`config.mk`:
```
export PLATFORM = sky130hd
export DESIGN_NAME = snake_score_accumulator
export DESIGN_NICKNAME = d
export VERILOG_FILES = /design/src/rtl/snake_score_pkg.sv /design/src/rtl/snake_score_accumulator.sv
export SDC_FILE = /design/constraint.sdc
export NUM_CORES = 1
export LEC_CHECK = 0
export ABC_CLOCK_PERIOD_IN_PS = 7800
export CORE_UTILIZATION = 40
export DETAILED_ROUTE_END_ITERATION = 10
export GPL_TIMING_DRIVEN = 0
export PLACE_DENSITY = 0.69
export SETUP_SLACK_MARGIN = 0.2
export SYNTH_ARGS = -nofsm -noshare
export SYNTH_HDL_FRONTEND = slang
export SYNTH_SLANG_ARGS = --single-unit
export TNS_END_PERCENT = 5
```
`constraint.sdc`:
```
create_clock -name clk -period 7.8 [get_ports clk]
set_clock_uncertainty 0.15 [all_clocks]
set_input_delay 1.56 -clock clk [delete_from_list [all_inputs] [get_ports clk]]
set_output_delay 1.56 -clock clk [all_outputs]
set_load 0.03 [all_outputs]
```
`src/rtl/snake_score_pkg.sv`:
```
// Shared definitions for the snake score path: adder width, per-event point
// width, saturation value and the accumulator state encoding. Also used by
// the display and speed-control blocks.
package snake_score_pkg;

  localparam int SCORE_W = 20;
  localparam int PTS_W   = 8;

  localparam logic [SCORE_W-1:0] SCORE_MAX = 20'hF_FFFF;

  typedef enum logic [1:0] {
    IDLE  = 2'd0,
    SUM   = 2'd1,
    CHECK = 2'd2,
    LVL   = 2'd3
  } state_t;

  // The shared adder has no carry-out, so a sum smaller than its base
  // operand means the addition wrapped; clamp to the largest score instead.
  function automatic logic [SCORE_W-1:0] sat_sum(
    input logic [SCORE_W-1:0] sum,
    input logic [SCORE_W-1:0] base
  );
    logic [SCORE_W-1:0] res;
    if (sum < base) begin
      res = SCORE_MAX;
    end else begin
      res = sum;
    end
    return res;
  endfunction

endpackage

```
`src/rtl/snake_score_accumulator.sv`:
```
// Running-score engine for the snake game. Accepts apple-eaten point events,
// adds them to the score through the shared external 20-bit adder (operands
// held SETTLE cycles before the sum is captured), saturates on overflow and
// advances the level each time the score reaches the next threshold, reusing
// the same adder to step the threshold.
// Optional feature: define SNAKE_HIGH_SCORE_EN to keep a best-score register
// (updated in every CHECK cycle, preserved across clear, reset only by rst).
module snake_score_accumulator
  import snake_score_pkg::*;
#(
  parameter int SETTLE     = 2,
  parameter int LEVEL_STEP = 100,
  parameter int MAX_LEVEL  = 15
) (
  input  logic               clk,
  input  logic               rst,
  input  logic               clear,
  input  logic               evt_valid,
  input  logic [PTS_W-1:0]   evt_points,
  output logic               evt_ready,
  output logic [SCORE_W-1:0] add_a,
  output logic [SCORE_W-1:0] add_b,
  input  logic [SCORE_W-1:0] add_s,
  output logic [SCORE_W-1:0] score,
  output logic [3:0]         level,
  output logic               level_up,
  output logic               busy,
  output logic [SCORE_W-1:0] hi_score
);

  localparam int                 CNT_W    = (SETTLE > 1) ? $clog2(SETTLE) : 1;
  localparam logic [CNT_W-1:0]   CNT_LAST = CNT_W'(SETTLE - 1);
  localparam logic [SCORE_W-1:0] STEP     = SCORE_W'(LEVEL_STEP);
  localparam logic [3:0]         LVL_MAX  = 4'(MAX_LEVEL);

  state_t             state;
  logic [CNT_W-1:0]   cnt;
  logic [SCORE_W-1:0] next_lvl;

  assign evt_ready = (state == IDLE) && !clear;
  assign busy      = (state != IDLE);

  // Event sequencing: operand drive, settle counting, sum capture and level stepping.
  always_ff @(posedge clk or posedge rst) begin
    if (rst) begin
      state    <= IDLE;
      cnt      <= '0;
      score    <= '0;
      level    <= 4'd0;
      next_lvl <= STEP;
      level_up <= 1'b0;
      add_a    <= '0;
      add_b    <= '0;
    end else if (clear) begin
      state    <= IDLE;
      cnt      <= '0;
      score    <= '0;
      level    <= 4'd0;
      next_lvl <= STEP;
      level_up <= 1'b0;
      add_a    <= '0;
      add_b    <= '0;
    end else begin
      level_up <= 1'b0;
      case (state)
        IDLE: begin
          // Zero-point events are consumed here without starting an add.
          if (evt_valid && (evt_points != {PTS_W{1'b0}})) begin
            state <= SUM;
            cnt   <= '0;
            add_a <= score;
            add_b <= {{(SCORE_W-PTS_W){1'b0}}, evt_points};
          end else begin
            state <= IDLE;
          end
        end
        SUM: begin
          if (cnt == CNT_LAST) begin
            score <= sat_sum(add_s, add_a);
            add_a <= '0;
            add_b <= '0;
            cnt   <= '0;
            state <= CHECK;
          end else begin
            cnt <= cnt + CNT_W'(1);
          end
        end
        CHECK: begin
          // One level per pass; LVL returns here so a big event can cross several.
          if ((score >= next_lvl) && (level < LVL_MAX)) begin
            level_up <= 1'b1;
            level    <= level + 4'd1;
            add_a    <= next_lvl;
            add_b    <= STEP;
            cnt      <= '0;
            state    <= LVL;
          end else begin
            state <= IDLE;
          end
        end
        LVL: begin
          if (cnt == CNT_LAST) begin
            next_lvl <= sat_sum(add_s, add_a);
            add_a    <= '0;
            add_b    <= '0;
            cnt      <= '0;
            state    <= CHECK;
          end else begin
            cnt <= cnt + CNT_W'(1);
          end
        end
        default: begin
          state <= IDLE;
          cnt   <= '0;
          add_a <= '0;
          add_b <= '0;
        end
      endcase
    end
  end

`ifdef SNAKE_HIGH_SCORE_EN
  // Best-score tracking: plain magnitude compare, kept across game restarts.
  always_ff @(posedge clk or posedge rst) begin
    if (rst) begin
      hi_score <= '0;
    end else if (!clear && (state == CHECK) && (score > hi_score)) begin
      hi_score <= score;
    end else begin
      hi_score <= hi_score;
    end
  end
`else
  assign hi_score = '0;
`endif

endmodule

```
* Word level (Yosys, flattened, before mapping)
Cells that the tools add are included.
Widths: inputs -> output; s select.
** Word-level totals
- Register bits :: 88
- Bits in latches :: 0
- Memory bits (writable) :: 0
- Memory bits (read-only) :: 0
- Input bits :: 32
- Output and inout port bits :: 87
- Word-level logic and storage cells :: 68
- Memories :: 0
** Cells by class
- Add/sub/neg operators :: 2
- Multipliers :: 0
- Divide/modulo/power cells :: 0
- Order comparisons :: 3
- Equal/unequal tests :: 6
- Shifts and indexed selects :: 0
- Multiplexer cells :: 31
- Bitwise operators :: 0
- Reduce and logical (&&, ||, !) cells :: 18
** Operators with widths (number)
- $mux 20 :: 13
- $pmux 20 s3 :: 2
- $ge 20x20->1 :: 1
- $lt 20x20->1 :: 1
- $mux 4 :: 3
- $reduce_bool 2->1 :: 6
- $mux 1 :: 8
- $reduce_and 2->1 :: 4
- $reduce_bool 8->1 :: 1
- $mux 2 :: 3
- $pmux 2 s3 :: 1
- $add 4x1->4 const B :: 1
- $eq 2x2->1 const B :: 2
- $lt 4x4->1 const B :: 1
- $logic_and 1x1->1 :: 3
- $ne 3x1->1 const B :: 1
- $ne 3x2->1 const B :: 1
- $ne 3x3->1 const B :: 1
- $pmux 1 s3 :: 1
- $reduce_and 3->1 :: 1
- $eq 2x1->1 const B :: 1
- $logic_not 2->1 :: 1
- $reduce_or 2->1 :: 1
- $add 1x1->1 const B :: 1
- $logic_not 1->1 :: 1

* Longest topological paths before layout
Gate-level depths: netlist of the first run.
- Word-level depth :: 5
- Mapped depth :: 9
- Mapped depth without buffers :: 8

* Worst setup path after synthesis of the first run
Ideal clock, no wire load.
- Path kind :: input -> output
- Start :: in clear
- End :: out evt_ready
- Data arrival time :: 2.745 ns
- Data required time :: 6.090 ns
- Slack :: 3.345 ns
- Stages on the path :: 4
- Buffers on the path :: 2
- Cells stage by stage :: clkbuf_1 or2_2 clkbuf_1 nor2_1
** On the way
- Longest elaborated chain between the ends :: 2
** RTL lines
- start: declaration :: RTL line snake_score_accumulator.sv:17 : input logic clear,
- $logic_not 1->1 :: RTL line snake_score_accumulator.sv:40 : assign evt_ready = (state == IDLE) && !clear;
- $logic_and 1x1->1 :: RTL line snake_score_accumulator.sv:40
- end: declaration :: RTL line snake_score_accumulator.sv:20 : output logic evt_ready,
No other way between the ends.

* Worst setup path in the final report of the first run
Same ends and word-level chain as after synthesis.

==> flow_metrics.env, run 1 <==
export IMPL_dr_total_vias=4059
export IMPL_stdcell_count=774
export IMPL_antenna_found_initial=0
export IMPL_synthTopCellsByCount="dfrtp_1 (73), inv_1 (64), nor2_1 (47)"
export IMPL_yosysWarnings=0
export IMPL_slew_headroom=0.539
export IMPL_pwr_density_cell_nw_per_um2=242
export IMPL_core_um2=11500
export IMPL_start_util=0.414
export IMPL_dp_hpwl_um=9290
export IMPL_fill_cells=1021
export IMPL_first_pass_iters=8
export IMPL_synth_top_area_share=0.383
export IMPL_async_flop_share=1.00
export IMPL_synthCells=498
export IMPL_root_buffer="clkbuf_16"
export IMPL_period_minus_slack_ns=5.08
export IMPL_clock_sinks=76
export IMPL_min_from="add_b[1]$_DFFE_PP0P_"
export IMPL_die_area_um2=12400
export IMPL_drtIter0Drc=296
export IMPL_max_cap_viol_count=0
export IMPL_setup_violations=0
export IMPL_tightest_slew_ns=0.692
export IMPL_place_ws_ns=2.71
export IMPL_final_setup_tns_ns=0
export IMPL_rr_worst_depth=9
export IMPL_hold_path_class="flop to flop"
export IMPL_netlist_area_um2=4770
export IMPL_violations="design-rule violations"
export IMPL_hold_viol_final=0
export IMPL_die_y_um=111
export IMPL_worstPathRequired_ns=6.09
export IMPL_final_max_slew_viol_count=0
export IMPL_yosysSeqAreaShare=0.399
export IMPL_drive_gt1_frac=0.132
export IMPL_cts_clk_slew_worst_paths_ns=0.06
export IMPL_cts_resized=0
export IMPL_synth_ff_type="dfrtp_1"
export IMPL_grt_pass1_wl_um=20900
export IMPL_synth_top_cell_by_area="dfrtp_1"
export IMPL_startpoint_type="input pin"
export IMPL_ctsHoldBuffers=0
export IMPL_crit_path_end_kind="output port"
export IMPL_path_class="input pin to output port"
export IMPL_drcViolationCount=22
export IMPL_leakage_nw=2.80
export IMPL_path_max_fanout=9
export IMPL_postSynthAreaPerCell_um2=9.58
export IMPL_setup_ws_ns=2.72
export IMPL_clock_fmax_ghz=0.197
export IMPL_grt_max_degree=56
export IMPL_cts_buffers=9
export IMPL_worstPathArrival_ns=3.37
export IMPL_multi_input_area_um2=2380
export IMPL_grt_ovfl_total=0
export IMPL_synth_area_leaders="dfrtp_1 (38%), ha_1 (10%), a311oi_1 (7.0%)"
export IMPL_grt_setup_unrepaired="false"
export IMPL_nNetsFinal=698
export IMPL_diodes=0
export IMPL_placed_cells=758
export IMPL_seq_area_um2=1910
export IMPL_num_io_pins=119
export IMPL_wl_per_cell_um=16.4
export IMPL_setup_worst_path_start="clear"
export IMPL_cts_max_level=3
export IMPL_vias_per_cell=5.24
export IMPL_rows=39
export IMPL_yosysUniqueCellTypes=42
export IMPL_gp_congestion=0.851
export IMPL_timing_final_crit_share=0.651
export IMPL_wl_um=12700
export IMPL_ys_ff_latch=76
export IMPL_antenna_left=0
export IMPL_grt_pass1_vias=4165
export IMPL_hold_depth=1
export IMPL_grt_usage=0.214
export IMPL_numPortBuffers=85
export IMPL_clk_latency_ns=0.34
export IMPL_die_w_um=111
export IMPL_r2r_start="next_lvl[2]$_DFFE_PP1P_"
export IMPL_synth_most_common_cell="dfrtp_1"
export IMPL_outcome="finished with violations"
export IMPL_post_cts_buffers=0
export IMPL_cts_max_path_buffers=2
export IMPL_ir_drop_mv=0.125
export IMPL_synth_edf_count=0
export IMPL_cts_tree="done"
export IMPL_syn2layout_area_growth_pct=31.2
-- cell usage in the layout, fill, tap and decap left out, types with 4 or more instances in the layout --
cell and count:
a211oi_1 5, a21o_1 10, a21oi_1 15, a22oi_1 4
a311oi_1 38, a32o_1 5, buf_4 32, clkbuf_1 25
clkbuf_16 9, clkdlybuf4s50_1 85, conb_1 32, dfrtp_1 73
ha_1 40, inv_1 63, mux2_2 19, mux2i_1 20
nand2_1 29, nand3_1 5, nand4_1 6, nor2_1 47
nor2b_1 8, nor3_1 8, o21ai_0 12
-- metrics by stage --
| stage | hold WS, ns | total power, mW | utilization | cell area, um2 |
|---|---|---|---|---|
| 6_report | 0.348 | 1.51 | 0.544 | 6260 |
| 5_1_grt | 0.382 | 1.59 | 0.544 | 6260 |
| 4_1_cts | 0.355 | 1.52 | 0.544 | 6260 |
| 3_5_place_dp | 0.343 | 1.08 | 0.517 | 5950 |
| 3_3_place_gp | 0.333 | 1.07 | 0.514 | 5920 |
| 2_1_floorplan | 0.402 | 0.880 | - | 4890 |
-- cell type report --
type                    count  share of cell area
well taps                 143              0.0286
inverters                  64              0.0388
clock inverters             3             0.00699
flip-flops and latches     76               0.304
clock buffers              13              0.0432
repair buffers             86               0.140
multi-input cells         329               0.380
plain buffers              60              0.0577
-- worst max-delay path: stages --
cell	delay [ns]
clkbuf_1	0.20
or2_2	0.34
clkbuf_1	0.17
nor2_1	0.34
clkdlybuf4s50_1	0.75
-- kinds of logic (layout without fill, tap and decap cells) --
logic type | after synthesis | after routing | synth area share
buffers and inverters | 124 | 226 | 0.126
flip-flops | 76 | 76 | 0.399
AND/OR/NAND/NOR | 115 | 115 | 0.109
adder cells (fa/ha/maj) | 40 | 40 | 0.105
AO/OA/AOI/OAI | 100 | 100 | 0.166
other | 1 | 32 | 0.000786
multiplexers | 42 | 42 | 0.0939
-- worst paths after layout --
kind                                           endpoint  slack, ns
worst max-delay path                          evt_ready       2.72
worst max register to register     add_a[6]$_DFFE_PP0P_       4.88
min in group asynchronous          add_a[4]$_DFFE_PP0P_       1.38
worst min-delay path               add_b[1]$_DFFE_PP0P_       0.35
worst min register to register     add_b[1]$_DFFE_PP0P_       0.35
max in group asynchronous       next_lvl[2]$_DFFE_PP1P_       5.48
-- power by group --
group	switching [mW]	total, mW	internal, mW
sequential	0.0376	0.476	0.438
combinational	0.358	0.600	0.242
clock	0.163	0.437	0.274
total	0.559	1.51	0.954
-- metal layers --
metal	track usage	wire [um]
met1	0.275	5570
met2	0.363	6250
met3	0.0323	646
met4	0.0820	249
met5	0	0
-- state kept, by name, indices dropped and copies added, names as in the netlist --
signal,flops
score,20
next_lvl,20
add_b,8
level,4
level_up,1
cnt,1
state,2
add_a,20
Note: power is estimated with default switching activity, not from simulation.
==> run 2, diff against run 1 <==
--- a/config.mk
+++ b/config.mk
@@ -5,11 +5,11 @@
 export SDC_FILE = /design/constraint.sdc
 export NUM_CORES = 1
 export LEC_CHECK = 0
-export ABC_CLOCK_PERIOD_IN_PS = 7800
+export ABC_CLOCK_PERIOD_IN_PS = 4100
 export CORE_UTILIZATION = 40
 export DETAILED_ROUTE_END_ITERATION = 10
 export GPL_TIMING_DRIVEN = 0
-export PLACE_DENSITY = 0.69
+export PLACE_DENSITY = 0.72
 export SETUP_SLACK_MARGIN = 0.2
 export SYNTH_ARGS = -nofsm -noshare
 export SYNTH_HDL_FRONTEND = slang
==> constraint.sdc (replaced) <==
create_clock -name clk -period 4.1 [get_ports clk]
set_clock_uncertainty 0.15 [all_clocks]
set_input_delay 0.82 -clock clk [delete_from_list [all_inputs] [get_ports clk]]
set_output_delay 0.82 -clock clk [all_outputs]
set_load 0.03 [all_outputs]
==> flow_metrics.env, run 2 (same netlist as run 1, synthesis figures left out) <==
export IMPL_core_um2=11500
export IMPL_ir_drop_mv=0.199
export IMPL_drive_gt1_frac=0.132
export IMPL_p_sw_mw=1.07
export IMPL_fin_util=0.543
export IMPL_hold_path_class="flop to flop"
export IMPL_reg_largest_list="add_a x20, next_lvl x20, score x20"
export IMPL_grt_ovfl_total=0
export IMPL_seq_power_share=0.316
export IMPL_final_setup_tns_ns=0
export IMPL_switching_share=0.374
export IMPL_cts_max_path_buffers=2
export IMPL_seq_area_um2=1910
export IMPL_outcome="finished with violations"
export IMPL_setup_violations=0
export IMPL_power_frac_comb=0.400
export IMPL_cts_clk_slew_worst_paths_ns=0.05
export IMPL_layout_common_cells="clkdlybuf4s50_1 (85), dfrtp_1 (73), inv_1 (63), nor2_1 (47), ha_1 (40)"
export IMPL_first_pass_iters=8
export IMPL_hold_viol_final=0
export IMPL_r2r_slack_ns=1.12
export IMPL_path_class="input pin to output port"
export IMPL_ctsHoldBuffers=0
export IMPL_place_ws_ns=0.471
export IMPL_cts_max_level=3
export IMPL_final_area_um2=6250
export IMPL_wl_per_cell_um=16.5
export IMPL_place_area_um2=5950
export IMPL_tightest_slew_ns=0.716
export IMPL_num_io_pins=119
export IMPL_crit_path_end_kind="output port"
export IMPL_syn2layout_area_growth_pct=31.0
export IMPL_drcViolationCount=19
export IMPL_die_w_um=111
export IMPL_numPortBuffers=85
export IMPL_stdcell_count=774
export IMPL_worstPathArrival_ns=2.65
export IMPL_clock_sinks=76
export IMPL_rows=39
export IMPL_diodes=0
export IMPL_die_y_um=111
export IMPL_start_util=0.414
export IMPL_violations="design-rule violations"
export IMPL_timing_final_crit_share=0.883
export IMPL_antenna_found_initial=0
export IMPL_placed_cells=758
export IMPL_root_buffer="clkbuf_16"
export IMPL_cts_tree="done"
export IMPL_leakage_nw=2.80
export IMPL_fill_cells=1023
export IMPL_grt_pass1_vias=4257
export IMPL_grt_max_degree=70
export IMPL_power_internal_mw=1.80
export IMPL_pwr_density_cell_nw_per_um2=459
export IMPL_path_max_fanout=9
export IMPL_nNetsFinal=698
export IMPL_slew_headroom=0.523
export IMPL_worstPathRequired_ns=3.13
export IMPL_period_minus_slack_ns=3.62
export IMPL_final_common_cell="clkdlybuf4s50_1"
export IMPL_dp_hpwl_um=9160
export IMPL_post_cts_buffers=0
export IMPL_vias_per_cell=5.34
export IMPL_grt_setup_unrepaired="false"
export IMPL_grt_pass1_wl_um=20700
export IMPL_wl_um=12800
export IMPL_dr_total_vias=4137
export IMPL_grt_usage=0.213
export IMPL_cts_buffers=9
export IMPL_antenna_left=0
export IMPL_setup_ws_ns=0.479
export IMPL_gp_congestion=0.820
export IMPL_startpoint_type="input pin"
export IMPL_multi_input_area_um2=2380
export IMPL_max_cap_viol_count=0
export IMPL_drtIter0Drc=250
export IMPL_cts_resized=0
export IMPL_clock_fmax_ghz=0.276
export IMPL_clk_latency_ns=0.34
export IMPL_clkPwrFrac=0.284
export IMPL_final_max_slew_viol_count=0
export IMPL_die_area_um2=12400
[run 2: cell count changes in the layout (fill, tap and decap cells not counted)]
cell | before | now
clkbuf_8 | 3 | 2
clkinv_4 | 1 | 0
clkinv_2 | 1 | 2
clkinvlp_4 | 0 | 1
[run 2: final cells by class]
class | count | share of cell area
buffer | 60 | 0.0578
clock buffer | 12 | 0.0410
clock inverter | 4 | 0.00760
inverter | 64 | 0.0388
multi-input combinational | 329 | 0.381
sequential | 76 | 0.305
tap | 143 | 0.0286
timing repair buffer | 86 | 0.140
[run 2: stage by stage]
stage	hold slack [ns]	power, mW
after CTS	0.356	2.88
after global placement	0.334	2.03
after global routing	0.376	3.01
final	0.347	2.87
after floorplan	0.402	1.67
after detailed placement	0.339	2.06
[run 2: path summary, 6_finish.rpt]
kind	start	end	cells after the start
worst max-delay path	clear	evt_ready	5
worst min-delay path	add_b[1]$_DFFE_PP0P_	add_b[1]$_DFFE_PP0P_	1
worst max register to register	next_lvl[2]$_DFFE_PP1P_	add_a[10]$_DFFE_PP0P_	9
worst min register to register	add_b[1]$_DFFE_PP0P_	add_b[1]$_DFFE_PP0P_	1
max in group asynchronous	rst	next_lvl[6]$_DFFE_PP1P_	3
min in group asynchronous	rst	add_a[7]$_DFFE_PP0P_	2
[run 2: critical path: stages]
cell and delay, ns:
clkbuf_1 0.20, or2_2 0.35, clkbuf_1 0.17, nor2_1 0.35, clkdlybuf4s50_1 0.75
[run 2: power by group through the flow]
stage	Clock, mW	Combinational [mW]	Sequential [mW]
global route	0.861	1.23	0.918
CTS	0.822	1.15	0.907
global placement	0	1.12	0.914
finish	0.816	1.15	0.907
detailed placement	0	1.14	0.920
floorplan	0	0.628	1.05
[run 2: layer usage]
| layer | global-route usage | share of wire | vias to the layer above |
|---|---|---|---|
| met1 | 0.275 | 0.45 | 2021 |
| met5 | 0 | 0 | - |
| met2 | 0.343 | 0.47 | 147 |
| li1 | - | - | 1941 |
| met3 | 0.0361 | 0.054 | 28 |
| met4 | 0.106 | 0.026 | 0 |
==> run 3, diff against run 2 <==
--- a/config.mk
+++ b/config.mk
@@ -9,6 +9,7 @@
 export CORE_UTILIZATION = 40
 export DETAILED_ROUTE_END_ITERATION = 10
 export GPL_TIMING_DRIVEN = 0
+export HOLD_SLACK_MARGIN = 0.03
 export PLACE_DENSITY = 0.72
 export SETUP_SLACK_MARGIN = 0.2
 export SYNTH_ARGS = -nofsm -noshare
==> results of run 3 <==
No change in the layout: final DEF, timing and power equal those of run 2.
==> edit 1, RTL diff (config.mk and constraints of run 2) <==
Set the parameter `SETTLE` to 1 (it was 2).
--- a/src/rtl/snake_score_accumulator.sv
+++ b/src/rtl/snake_score_accumulator.sv
@@ -10,3 +10,3 @@
 #(
-  parameter int SETTLE     = 2,
+  parameter int SETTLE     = 1,
   parameter int LEVEL_STEP = 100,
Behaviour: not the same (Yosys sat finds a counterexample within 4 cycles, from zero or initial values and one cycle with rst high).
==> edit 1 against run 2 <==
Die area rose by 2.5%. Final area increased by 2.0%. Hold slack got worse by 2.8 ps. Sequential cell count shrank 1. Critical path type unchanged. Power rose by 1.5%. Clock power decreased by 1%. Setup slack worse by 150 ps. Routed wire length grew 5.4%. Synthesized area is 2.5% higher.
==> edit 1: results (changes against run 2) <==
[pwr]
vdd_drop_max_v=0.000340  ; +71%
power.leakage_nw=2.85  ; +1.8%
p_switching_mw=1.10  ; +2.5%

[global_routing]
grt_pass1_wl_um=21900  ; +5.8%
grt_use_total_pct=22.1  ; +0.87 points
grt_pass1_vias=4315  ; +1.4%

[placed_design]
dp.cells=751  ; -0.92%
preCtsSetupSlack_ps=171  ; -300 ps
gp_congestion=0.868  ; +5.9%
placed_area_um2=6070  ; +2.1%
hpwl_um=9990  ; +9.0%

[layout]
drive_gt1_share_pct=18.7  ; +5.6 points
buffers=150  ; +2.7%
bufAreaShareNonClock_pct=20.8  ; +0.95 points
clkbuf_count=13  ; +1
multi_input_area_um2=2530  ; +6.3%
multi_input_gates=337  ; +2.4%
seq_cells=75  ; -1.3%
area_growth_pct=30.3
seqCellArea_um2=1880  ; -1.3%
inverters=42  ; -34%
fill_cells=1099  ; +7.4%
fin_nets=687  ; -1.6%

[synthesis]
synth_compound_area_share_pct=25.6  ; +9.0 points
yosys-top-cells-count=dfrtp_1, nor2_1, inv_1
ys_seq_area_share_pct=38.4  ; -1.5 points
synth_fa_ha_area_share_pct=10.2  ; -0.26 points
synth_cell_types=54  ; +29%
synth_mux_area_share_pct=0.818  ; -8.6 points
synthTopCellsByArea=dfrtp_1, ha_1, a22oi_2, buf_4, o41ai_2
synth.avg_cell_area_um2=10.0  ; +4.9%

[routing]
firstDrtPassIters=5  ; -3
drtIter0Drc=275  ; +10%
wl_per_cell_um=17.5  ; +6.5%
wl_um=13400  ; +5.4%
dr_total_vias=4200  ; +1.5%

[worst_setup_path]
reg2reg_slack_ps=1430  ; +310 ps
r2r_start=score[19]
cp.arrival_ps=2800  ; +150 ps
r2r_end=add_a[6]
slowest_delay_ps=780  ; +30 ps

[worst_hold_path]
min_from=add_b[0]
min_to=add_b[0]

[timing]
max_slew_margin_pct=41.6  ; -11 points
worst_slack_ps=330  ; -149 ps

[clock_network]
post_cts_resized=1  ; +1

[floorplan]
n_tap_cell=147  ; +2.8%

[status]
run_status=complete, no violations

[edit 1: cell families (layout without fill, tap and decap cells)]
logic type / Yosys count / in the layout
AND/OR/NAND/NOR: 130 / 130
buffers and inverters: 106 / 207
adder cells (fa/ha/maj): 40 / 40
AO/OA/AOI/OAI: 132 / 132
other: 1 / 32
flip-flops: 75 / 75
multiplexers: 3 / 3
[edit 1: routing by layer]
layer / part of all wire (%) / global-route usage [%] / up-vias / wire (um)
li1: - / - / 1957 / -
met1: 42 / 27.4 / 2050 / 5690
met2: 49 / 37.6 / 171 / 6580
met3: 6.7 / 4.86 / 22 / 903
met4: 2.0 / 8.62 / 0 / 274
met5: 0 / 0 / - / 0
[edit 1: power by group through the flow]
stage               sequential [mW]  combinational [mW]  clock [mW]
floorplan                      1.05               0.669           0
global placement              0.909                1.18           0
detailed placement            0.912                1.20           0
CTS                           0.900                1.21       0.805
global route                  0.911                1.29       0.837
finish                        0.899                1.21       0.804
==> edit 2, RTL diff (flow settings as in run 2) <==
Made on the original files. Encoding of `state_t`: now one-hot (4 bits for 4 states).
--- a/src/rtl/snake_score_pkg.sv
+++ b/src/rtl/snake_score_pkg.sv
@@ -10,7 +10,7 @@
 
-  typedef enum logic [1:0] {
-    IDLE  = 2'd0,
-    SUM   = 2'd1,
-    CHECK = 2'd2,
-    LVL   = 2'd3
+  typedef enum logic [3:0] {
+    IDLE  = 4'b0001,
+    SUM   = 4'b0010,
+    CHECK = 4'b0100,
+    LVL   = 4'b1000
   } state_t;
Behaviour: same outputs for any inputs over 10 cycles, from zero or initial values and one cycle with rst high; not proved beyond that.
==> edit 2 against run 2 <==
The flow still finishes with violations (design-rule violations). Utilization grew 0.27 points. Final area grew 1.3%. Largest cell class unchanged. Critical path type is now reg2out. Setup slack gained 18 ps. Routed wire length grew 6.3%. Synthesized cell count grew 1.0%. Critical path depth grew 1. Synthesized area grew 1.3%. Sequential cell count grew 2.
Power is not compared: it rests on default switching activity, and its combinational part moved more than twofold at a synthesized area within 25%.
==> edit 2: results (changes against run 2) <==
[layout]
multi_input_area_share_pct=38.8  ; +0.72 points
seqCellArea_um2=1960  ; +2.7%
top_regs=add_a x20, next_lvl x20, score x20
inverters=44  ; -31%
bufAreaShareNonClock_pct=19.8  ; about the same
multi_input_gates=354  ; +7.6%
drive_gt1_share_pct=13.2  ; about the same
fin_nets=705  ; +1.0%
seq_share_pct=30.9  ; +0.41 points
area_share_clock_buf_inv_pct=5.00  ; +0.13 points

[global_routing]
grt_pass1_wl_um=21700  ; +4.6%
gr-usage-met1_pct=28.7  ; +1.2 points
gr-usage-met2_pct=36.6  ; +2.2 points
grt_max_degree=41  ; -41%
grt_use_total_pct=22.1  ; +0.82 points
use_met3_pct=4.63  ; +1.0 points
grt_pass1_vias=4301  ; +1.0%

[routing]
firstDrtPassIters=11  ; +3
wl_met1_um=5900  ; +2.4%
wl_um=13600  ; +6.3%
drtIter0Drc=275  ; +10%
drc=10  ; -9
route.met3.wl_um=897  ; +30%
post_drt_via_cell_ratio=5.46  ; +2.1%
wl_met2_um=6450  ; +8.1%
wl_per_cell_um=17.4  ; +5.3%

[placed_design]
dp.cells=763  ; +0.66%
port_buffers=85  ; unchanged
hpwl_um=10000  ; +9.3%
preCtsSetupSlack_ps=419  ; -51.9 ps
placed_area_um2=6000  ; +0.88%
gp_congestion=0.884  ; +7.8%

[worst_setup_path]
startpoint=state[0]
reg2reg_slack_ps=1080  ; -40 ps
cp.arrival_ps=2630  ; -20 ps
reg2reg_depth=9  ; unchanged
path_max_fanout=10  ; +1
r2r_end=add_a[8]
slowest_delay_ps=740

[timing]
min_period_over_period_pct=87.9  ; -0.44 points
whs_ps=330  ; -17.7 ps
max_slew_margin_pct=57.2  ; +4.9 points

[pwr]
power.leakage_nw=2.86

[synthesis]
ys_seq_area_share_pct=40.5  ; +0.57 points
synth_cell_types=55  ; +31%
yosys_warnings=0  ; unchanged
yosys-top-cells-count=dfrtp_1, nor2_1, inv_1
syn_inst=503  ; +1.0%
synthTopCellsByArea=dfrtp_1, ha_1, nor2_1, buf_4, mux2i_1

[status]
violations=design-rule violations
run_status=complete, but fails checks

[clock_network]
clkSinkCount=78  ; +2.6%

==> edit 2: changes by cell type in the layout (fill, tap and decap cells not counted), sizes merged, moves of 5 or more <==
cell and change:
a311oi -38, nor2 +28, inv -20, a221oi +19, a211oi +17, mux2 -17
a22oi +15, nand2 -15, a21oi +9, buf +6, clkbuf -6, a32o -5
and3 +5
==> edit 2: kinds of logic (layout without fill, tap and decap cells) <==
| group | after synthesis | in the layout | share of synthesized area (%) |
|---|---|---|---|
| AO/OA/AOI/OAI | 118 | 118 | 18.5 |
| XOR/XNOR | 1 | 1 | 0.181 |
| AND/OR/NAND/NOR | 141 | 141 | 14.3 |
| multiplexers | 22 | 22 | 5.00 |
| adder cells (fa/ha/maj) | 40 | 40 | 10.4 |
| other | 1 | 32 | 0.0776 |
| flip-flops | 78 | 78 | 40.5 |
| buffers and inverters | 102 | 206 | 11.1 |
==> edit 2: timing repair <==
action,CTS,global route
resized for setup,1,1
setup buffers,0,2
hold endpoints to repair,0,0
endpoints found under the setup margin,1,1
pin swaps,0,1
